**config.mk**
```make
export PLATFORM = sky130hd
export DESIGN_NAME = ps2_cmd_controller
export DESIGN_NICKNAME = d
export VERILOG_FILES = /design/src/rtl/ps2_cmd_controller.sv
export SDC_FILE = /design/constraint.sdc
export NUM_CORES = 1
export LEC_CHECK = 0
export CORE_ASPECT_RATIO = 0.6
export CORE_MARGIN = 2
export CORE_UTILIZATION = 50
export DETAILED_ROUTE_END_ITERATION = 10
export PLACE_DENSITY_LB_ADDON = 0.3
export SKIP_LAST_GASP = 1
export SYNTH_ARGS = -nofsm -noshare
export SYNTH_HDL_FRONTEND = slang
export SYNTH_SLANG_ARGS = --single-unit
```
**constraint.sdc**
```tcl
create_clock -name Clk -period 2.75 [get_ports Clk]
set_clock_uncertainty 0.15 [all_clocks]
set_input_delay 0.275 -clock Clk [delete_from_list [all_inputs] [get_ports Clk]]
set_output_delay 0.275 -clock Clk [all_outputs]
set_load 0.01 [all_outputs]
```
**src/rtl/ps2_cmd_controller.sv**
```systemverilog
// PS/2 host-to-device command sequencer: bus inhibit, request-to-send, bit shift,
// line-ACK check, response-byte wait with resend retries, and an overall timeout.
module ps2_cmd_controller #(
    parameter int INHIBIT_CYCLES = 5000,
    parameter int TIMEOUT_CYCLES = 1000000,
    parameter int MAX_RETRY      = 2
) (
    input  logic       Clk,
    input  logic       reset,
    input  logic       psClk_in,
    input  logic       psData_in,
    output logic       psClk_oe,
    output logic       psData_oe,
    input  logic       cmd_valid,
    input  logic [7:0] cmd_byte,
    output logic       cmd_ready,
    input  logic       rx_valid,
    input  logic [7:0] rx_byte,
    output logic       rx_hold,
    output logic       done,
    output logic [1:0] status,
    output logic       busy
);

    localparam int INH_W = $clog2(INHIBIT_CYCLES + 1);
    localparam int TO_W  = $clog2(TIMEOUT_CYCLES + 1);
    localparam int RTY_W = (MAX_RETRY > 0) ? $clog2(MAX_RETRY + 1) : 1;

    localparam logic [INH_W-1:0] INH_LAST = INH_W'(INHIBIT_CYCLES - 1);
    // The RTS cycle and the final counted cycle both belong to the budget, so DONE
    // lands exactly TIMEOUT_CYCLES after RTS.
    localparam logic [TO_W-1:0]  TO_LAST  = TO_W'(TIMEOUT_CYCLES - 2);
    localparam logic [RTY_W-1:0] RTY_MAX  = RTY_W'(MAX_RETRY);

    localparam logic [2:0] S_IDLE      = 3'd0;
    localparam logic [2:0] S_INHIBIT   = 3'd1;
    localparam logic [2:0] S_RTS       = 3'd2;
    localparam logic [2:0] S_SHIFT     = 3'd3;
    localparam logic [2:0] S_LINE_ACK  = 3'd4;
    localparam logic [2:0] S_WAIT_RESP = 3'd5;
    localparam logic [2:0] S_DONE      = 3'd6;

    localparam logic [1:0] ST_OK      = 2'b00;
    localparam logic [1:0] ST_NO_ACK  = 2'b01;
    localparam logic [1:0] ST_TIMEOUT = 2'b10;
    localparam logic [1:0] ST_NACK    = 2'b11;

    localparam logic [7:0] RESP_ACK    = 8'hFA;
    localparam logic [7:0] RESP_RESEND = 8'hFE;

    logic [2:0]       r_state;
    logic [1:0]       r_clk_sync;
    logic [1:0]       r_data_sync;
    logic             r_clk_prev;
    logic [7:0]       r_cmd;
    logic             r_parity;
    logic             r_data_oe;
    logic [3:0]       r_bit_idx;
    logic [INH_W-1:0] r_inh_cnt;
    logic [TO_W-1:0]  r_to_cnt;
    logic [RTY_W-1:0] r_retry;
    logic [1:0]       r_status;

    logic w_fe;
    logic w_data_s;
    logic w_timeout;
    logic w_shift_bit;

    always_ff @(posedge Clk or posedge reset) begin
        if (reset) begin
            r_clk_sync  <= 2'b11;
            r_data_sync <= 2'b11;
            r_clk_prev  <= 1'b1;
        end else begin
            // NOTE: non-blocking so each stage captures the previous stage's old value.
            r_clk_sync  <= {r_clk_sync[0], psClk_in};
            r_data_sync <= {r_data_sync[0], psData_in};
            r_clk_prev  <= r_clk_sync[1];
        end
    end

    assign w_fe        = r_clk_prev & ~r_clk_sync[1];
    assign w_data_s    = r_data_sync[1];
    assign w_timeout   = (r_to_cnt == TO_LAST);
    // Index 0..7 selects data bits LSB first, index 8 selects parity.
    assign w_shift_bit = r_bit_idx[3] ? r_parity : r_cmd[r_bit_idx[2:0]];

    always_ff @(posedge Clk or posedge reset) begin
        if (reset) begin
            r_state   <= S_IDLE;
            r_cmd     <= 8'h00;
            r_parity  <= 1'b0;
            r_data_oe <= 1'b0;
            r_bit_idx <= 4'd0;
            r_inh_cnt <= '0;
            r_to_cnt  <= '0;
            r_retry   <= '0;
            r_status  <= ST_OK;
        end else begin
            case (r_state)
                S_IDLE: begin
                    if (cmd_valid) begin
                        r_cmd     <= cmd_byte;
                        r_parity  <= ~^cmd_byte;
                        r_retry   <= '0;
                        r_inh_cnt <= '0;
                        r_state   <= S_INHIBIT;
                    end
                end

                S_INHIBIT: begin
                    if (r_inh_cnt == INH_LAST) begin
                        r_state <= S_RTS;
                    end else begin
                        r_inh_cnt <= r_inh_cnt + INH_W'(1);
                    end
                end

                S_RTS: begin
                    r_to_cnt  <= '0;
                    r_bit_idx <= 4'd0;
                    r_data_oe <= 1'b1;
                    r_state   <= S_SHIFT;
                end

                S_SHIFT: begin
                    r_to_cnt <= r_to_cnt + TO_W'(1);
                    if (w_timeout) begin
                        r_status <= ST_TIMEOUT;
                        r_state  <= S_DONE;
                    end else if (w_fe) begin
                        if (r_bit_idx == 4'd9) begin
                            r_data_oe <= 1'b0;
                            r_state   <= S_LINE_ACK;
                        end else begin
                            r_data_oe <= ~w_shift_bit;
                            r_bit_idx <= r_bit_idx + 4'd1;
                        end
                    end
                end

                S_LINE_ACK: begin
                    r_to_cnt <= r_to_cnt + TO_W'(1);
                    if (w_fe) begin
                        if (!w_data_s) begin
                            r_state <= S_WAIT_RESP;
                        end else begin
                            r_status <= ST_NO_ACK;
                            r_state  <= S_DONE;
                        end
                    end else if (w_timeout) begin
                        r_status <= ST_TIMEOUT;
                        r_state  <= S_DONE;
                    end
                end

                S_WAIT_RESP: begin
                    r_to_cnt <= r_to_cnt + TO_W'(1);
                    if (rx_valid) begin
                        if (rx_byte == RESP_ACK) begin
                            r_status <= ST_OK;
                            r_state  <= S_DONE;
                        end else if (rx_byte == RESP_RESEND && r_retry < RTY_MAX) begin
                            r_retry   <= r_retry + RTY_W'(1);
                            r_inh_cnt <= '0;
                            r_state   <= S_INHIBIT;
                        end else begin
                            r_status <= ST_NACK;
                            r_state  <= S_DONE;
                        end
                    end else if (w_timeout) begin
                        r_status <= ST_TIMEOUT;
                        r_state  <= S_DONE;
                    end
                end

                S_DONE: begin
                    r_state <= S_IDLE;
                end

                default: begin
                    r_state <= S_IDLE;
                end
            endcase
        end
    end

    // Bus drives decode straight from state so an async reset releases them at once.
    assign psClk_oe  = (r_state == S_INHIBIT);
    assign psData_oe = (r_state == S_RTS) | ((r_state == S_SHIFT) & r_data_oe);
    assign rx_hold   = (r_state == S_INHIBIT) | (r_state == S_RTS) |
                       (r_state == S_SHIFT)   | (r_state == S_LINE_ACK);
    assign cmd_ready = (r_state == S_IDLE);
    assign busy      = (r_state != S_IDLE);
    assign done      = (r_state == S_DONE);
    assign status    = r_status;

endmodule
```
==> summary.md <==
| Metric | Value |
|---|---|
| DR vias | 2962 |
| Post CTS Setup Buffer Count | 0 |
| Crit end category | primary output |
| CTS buffer count | 9 |
| Final Instance Count excl. Fillers | about 500 |
| Post-route cell area | between 0.004 and 0.005 sq mm |
| Sequential share of the synthesized area | a little over two fifths |
| Vias in the first global route | about 2700 |
| Initial Utilization | roughly half |
| N_diodes | 0 |
| Worst min-delay path category | in2async |
| FMAX | 404 MHz |
| CTS resizes | 0 |
| Net Count, Synth | a little under 400 |
| CP required | between 2 and 2.5 ns |
| Row count | 23 |
| VDD IR max | around 0.4 mV |
| CTS tree | done |
| Die ar. | approximately 0.0075 sq mm |
| WHS | 0.172 ns |
| Hold_buf cts | 0 |
| Pwr Total | approximately 2500 uW |
| Async SR Flop Fraction | 100% |
| Worst Tran Pin Value | 0.665 ns |
| Hpwl dp | between 5 and 6 mm |
| Worst-path fanout max | 17 |
| Drc violations | 0 |
| Die W | ~110 um |
| Routed wire length | 8.09 mm |
| Layout area overhead | 20.2% |
| Syn Inst Count | between 300 and 400 |
| Hold Fails Final Rpt | 0 |
| Largest cells by area after synthesis | dfrtp_1 40%, xnor2_1 4.1%, dfstp_2 3.9% |
| Die Y | between 60 and 70 um |
| Startpoint Class | flop |
| Number of I/O pins | 30 |
| Later-pin clock latency in the skew report | 0.33 ns |
| Placed insts | between 400 and 500 |
| Pleak | approximately 0.0016 uW |
| Outcome | complete, no violations |
| Max transition margin | 54.5% |
| First-pass GRT wire length | approximately 13 mm |
| CORE AREA | between 0.006 and 0.007 sq mm |
| Routed WL per cell | 16.5 um |
| RSZ-0062 raised after global routing | false |
| Crit path DAT | 2.05 ns |
| Gr usage total | between 20% and 30% |
| Max Cap Violations | 0 |
| IO Port Bufs | 29 |
| Largest area contributor in the netlist | dfrtp_1 |
| Yosys reg bits | slightly below 60 |
| Clock buffer depth | 2 |
| DP Area | 0.00383 sq mm |
| Post-Syn Area | between 0.003 and 0.004 sq mm |
| Library cells used by synthesis | 57 |
| Synth Warn # | 0 |
| Post-synth EDFFs | 0 |
| Final period util | ~90% |
| Dominant synthesized flop cell | dfrtp_1 |
| Tmin final | approximately 2.5 ns |
| Setup TNS | 0 ns |
| DRT iter0 DRCs | 290 |
| Ratio of cells with drive above 1 in the final layout | approximately an eighth |
| Final global-route overflow total | 0 |
| Initial antenna violation count | 0 |
| Drt pass-1 iters | 5 |
| DR vias/cell | just over 6 |
| Pwr Density | 601 mW/mm^2 |
| H-tree depth | 3 |
| Final Max Slew Viols | 0 |
| Clk root buf | clkbuf_16 |
| Worst-path clk slew | roughly 0.050 ns |
| # setup viols final | 0 |
| Layout filler cell count | 550 |
| Fin nets | about 430 |
| Syn avg cell area | between 9 and 10 sq um |
| Critical path type | reg2out |
| Top-area cell type share of the netlist area | 39.7% |
| CTS Sinks | slightly below 60 |
| Largest net degree at the start of global routing | 34 |
| Routability cong. | around 0.91 |
| Post-DRT Antenna Nets | 0 |
-- registers in the layout (all words and copies together) (netlist names) --
signal / count
r_inh_cnt: 13
r_data_oe: 1
r_parity: 1
r_clk_sync: 2
status: 2
r_to_cnt: 20
r_clk_prev: 1
r_retry: 2
r_state: 3
r_bit_idx: 4
r_data_sync: 2
r_cmd: 8
-- Yosys cell counts, types with 9 or more instances --
cell type  number
dfrtp_1        54
nand2_1        33
nor2_1         30
o21ai_0        21
a21oi_1        20
nand3_1        20
xnor2_1        16
nor3_1         12
nand4_1        11
or3_1          10
inv_1           9
mux2_2          9
-- kinds of logic (layout without fill, tap and decap cells) --
logic type | count (synthesis) | after routing | share of synthesized area, %
DFF | 59 | 59 | 43.6
muxes | 18 | 18 | 6.36
adders and majority gates | 5 | 5 | 1.84
buffers and inverters | 20 | 62 | 2.43
AOI/OAI and AO/OA | 72 | 72 | 13.5
and+or+nand+nor | 168 | 168 | 27.5
xor gates and xnor gates | 19 | 19 | 4.89
-- per-layer routing --
layer	global-route usage, %	up-vias	share of wire, %
li1	-	1422	-
met1	34.2	1421	51
met2	33.3	107	40
met3	7.53	12	7.4
met4	6.09	0	1.3
met5	0	-	0
-- worst paths after layout --
path,start,to,slack (ns),depth (start not counted)
min in group Clk,psData_in,r_data_sync[0],0.20,1
max in group asynchronous,reset,r_to_cnt[3],1.68,3
worst min register to register,r_clk_sync[0],r_clk_sync[1],0.20,0
worst max register to register,r_state[2],r_to_cnt[18],0.40,5
worst max-delay path,r_state[2],done,0.28,4
worst min-delay path,reset,r_inh_cnt[10],0.17,2
-- power breakdown --
part	total, uW	internal [uW]	leakage (uW)	switching (uW)
registers	1080	976	0.000769	101
logic	368	189	0.000713	179
clock network	1010	629	0.000133	385
total	2460	1790	0.00162	665
-- area by class of cell --
| type | count | area [sq um] | area share [%] |
|---|---|---|---|
| clock inverters | 3 | 15.0 | 0.367 |
| repair buffers | 37 | 363 | 8.87 |
| clock buffers | 13 | 250 | 6.11 |
| well taps | 87 | 109 | 2.66 |
| inverters | 9 | 33.8 | 0.825 |
| multi-input cells | 282 | 1840 | 44.9 |
| flip-flops and latches | 59 | 1480 | 36.2 |
-- per-stage QoR --
| step | util, % | setup slack (ns) |
|---|---|---|
| 2_1_floorplan | - | 0.654 |
| 3_3_place_gp | 57.8 | 0.478 |
| 3_5_place_dp | 57.8 | 0.406 |
| 4_1_cts | 61.8 | 0.274 |
| 5_1_grt | 61.8 | 0.163 |
| 6_report | 61.8 | 0.277 |
-- cells in the final DEF (no fill, tap or decap), drive strengths merged, types with 6 or more instances in the layout --
master / synthesis / layout
xnor2: 16 / 16
dfrtp: 54 / 54
clkdlybuf4s50: 0 / 29
o21ai: 21 / 21
nand3: 21 / 21
inv: 9 / 9
nand4: 11 / 11
a21oi: 21 / 21
or3: 10 / 10
clkbuf: 3 / 13
nor2b: 7 / 7
nand2: 33 / 33
nand3b: 6 / 6
nor2: 31 / 31
mux2i: 7 / 7
nor3: 12 / 12
mux2: 9 / 9
buf: 8 / 8
nor4: 10 / 10
-- critical path: stages (launching register included) --
cell	delay [ns]
dfrtp_1	0.65
buf_4	0.27
nand2_1	0.13
nor2_1	0.12
clkdlybuf4s50_1	0.54
Note: power is estimated with default switching activity, not from simulation.
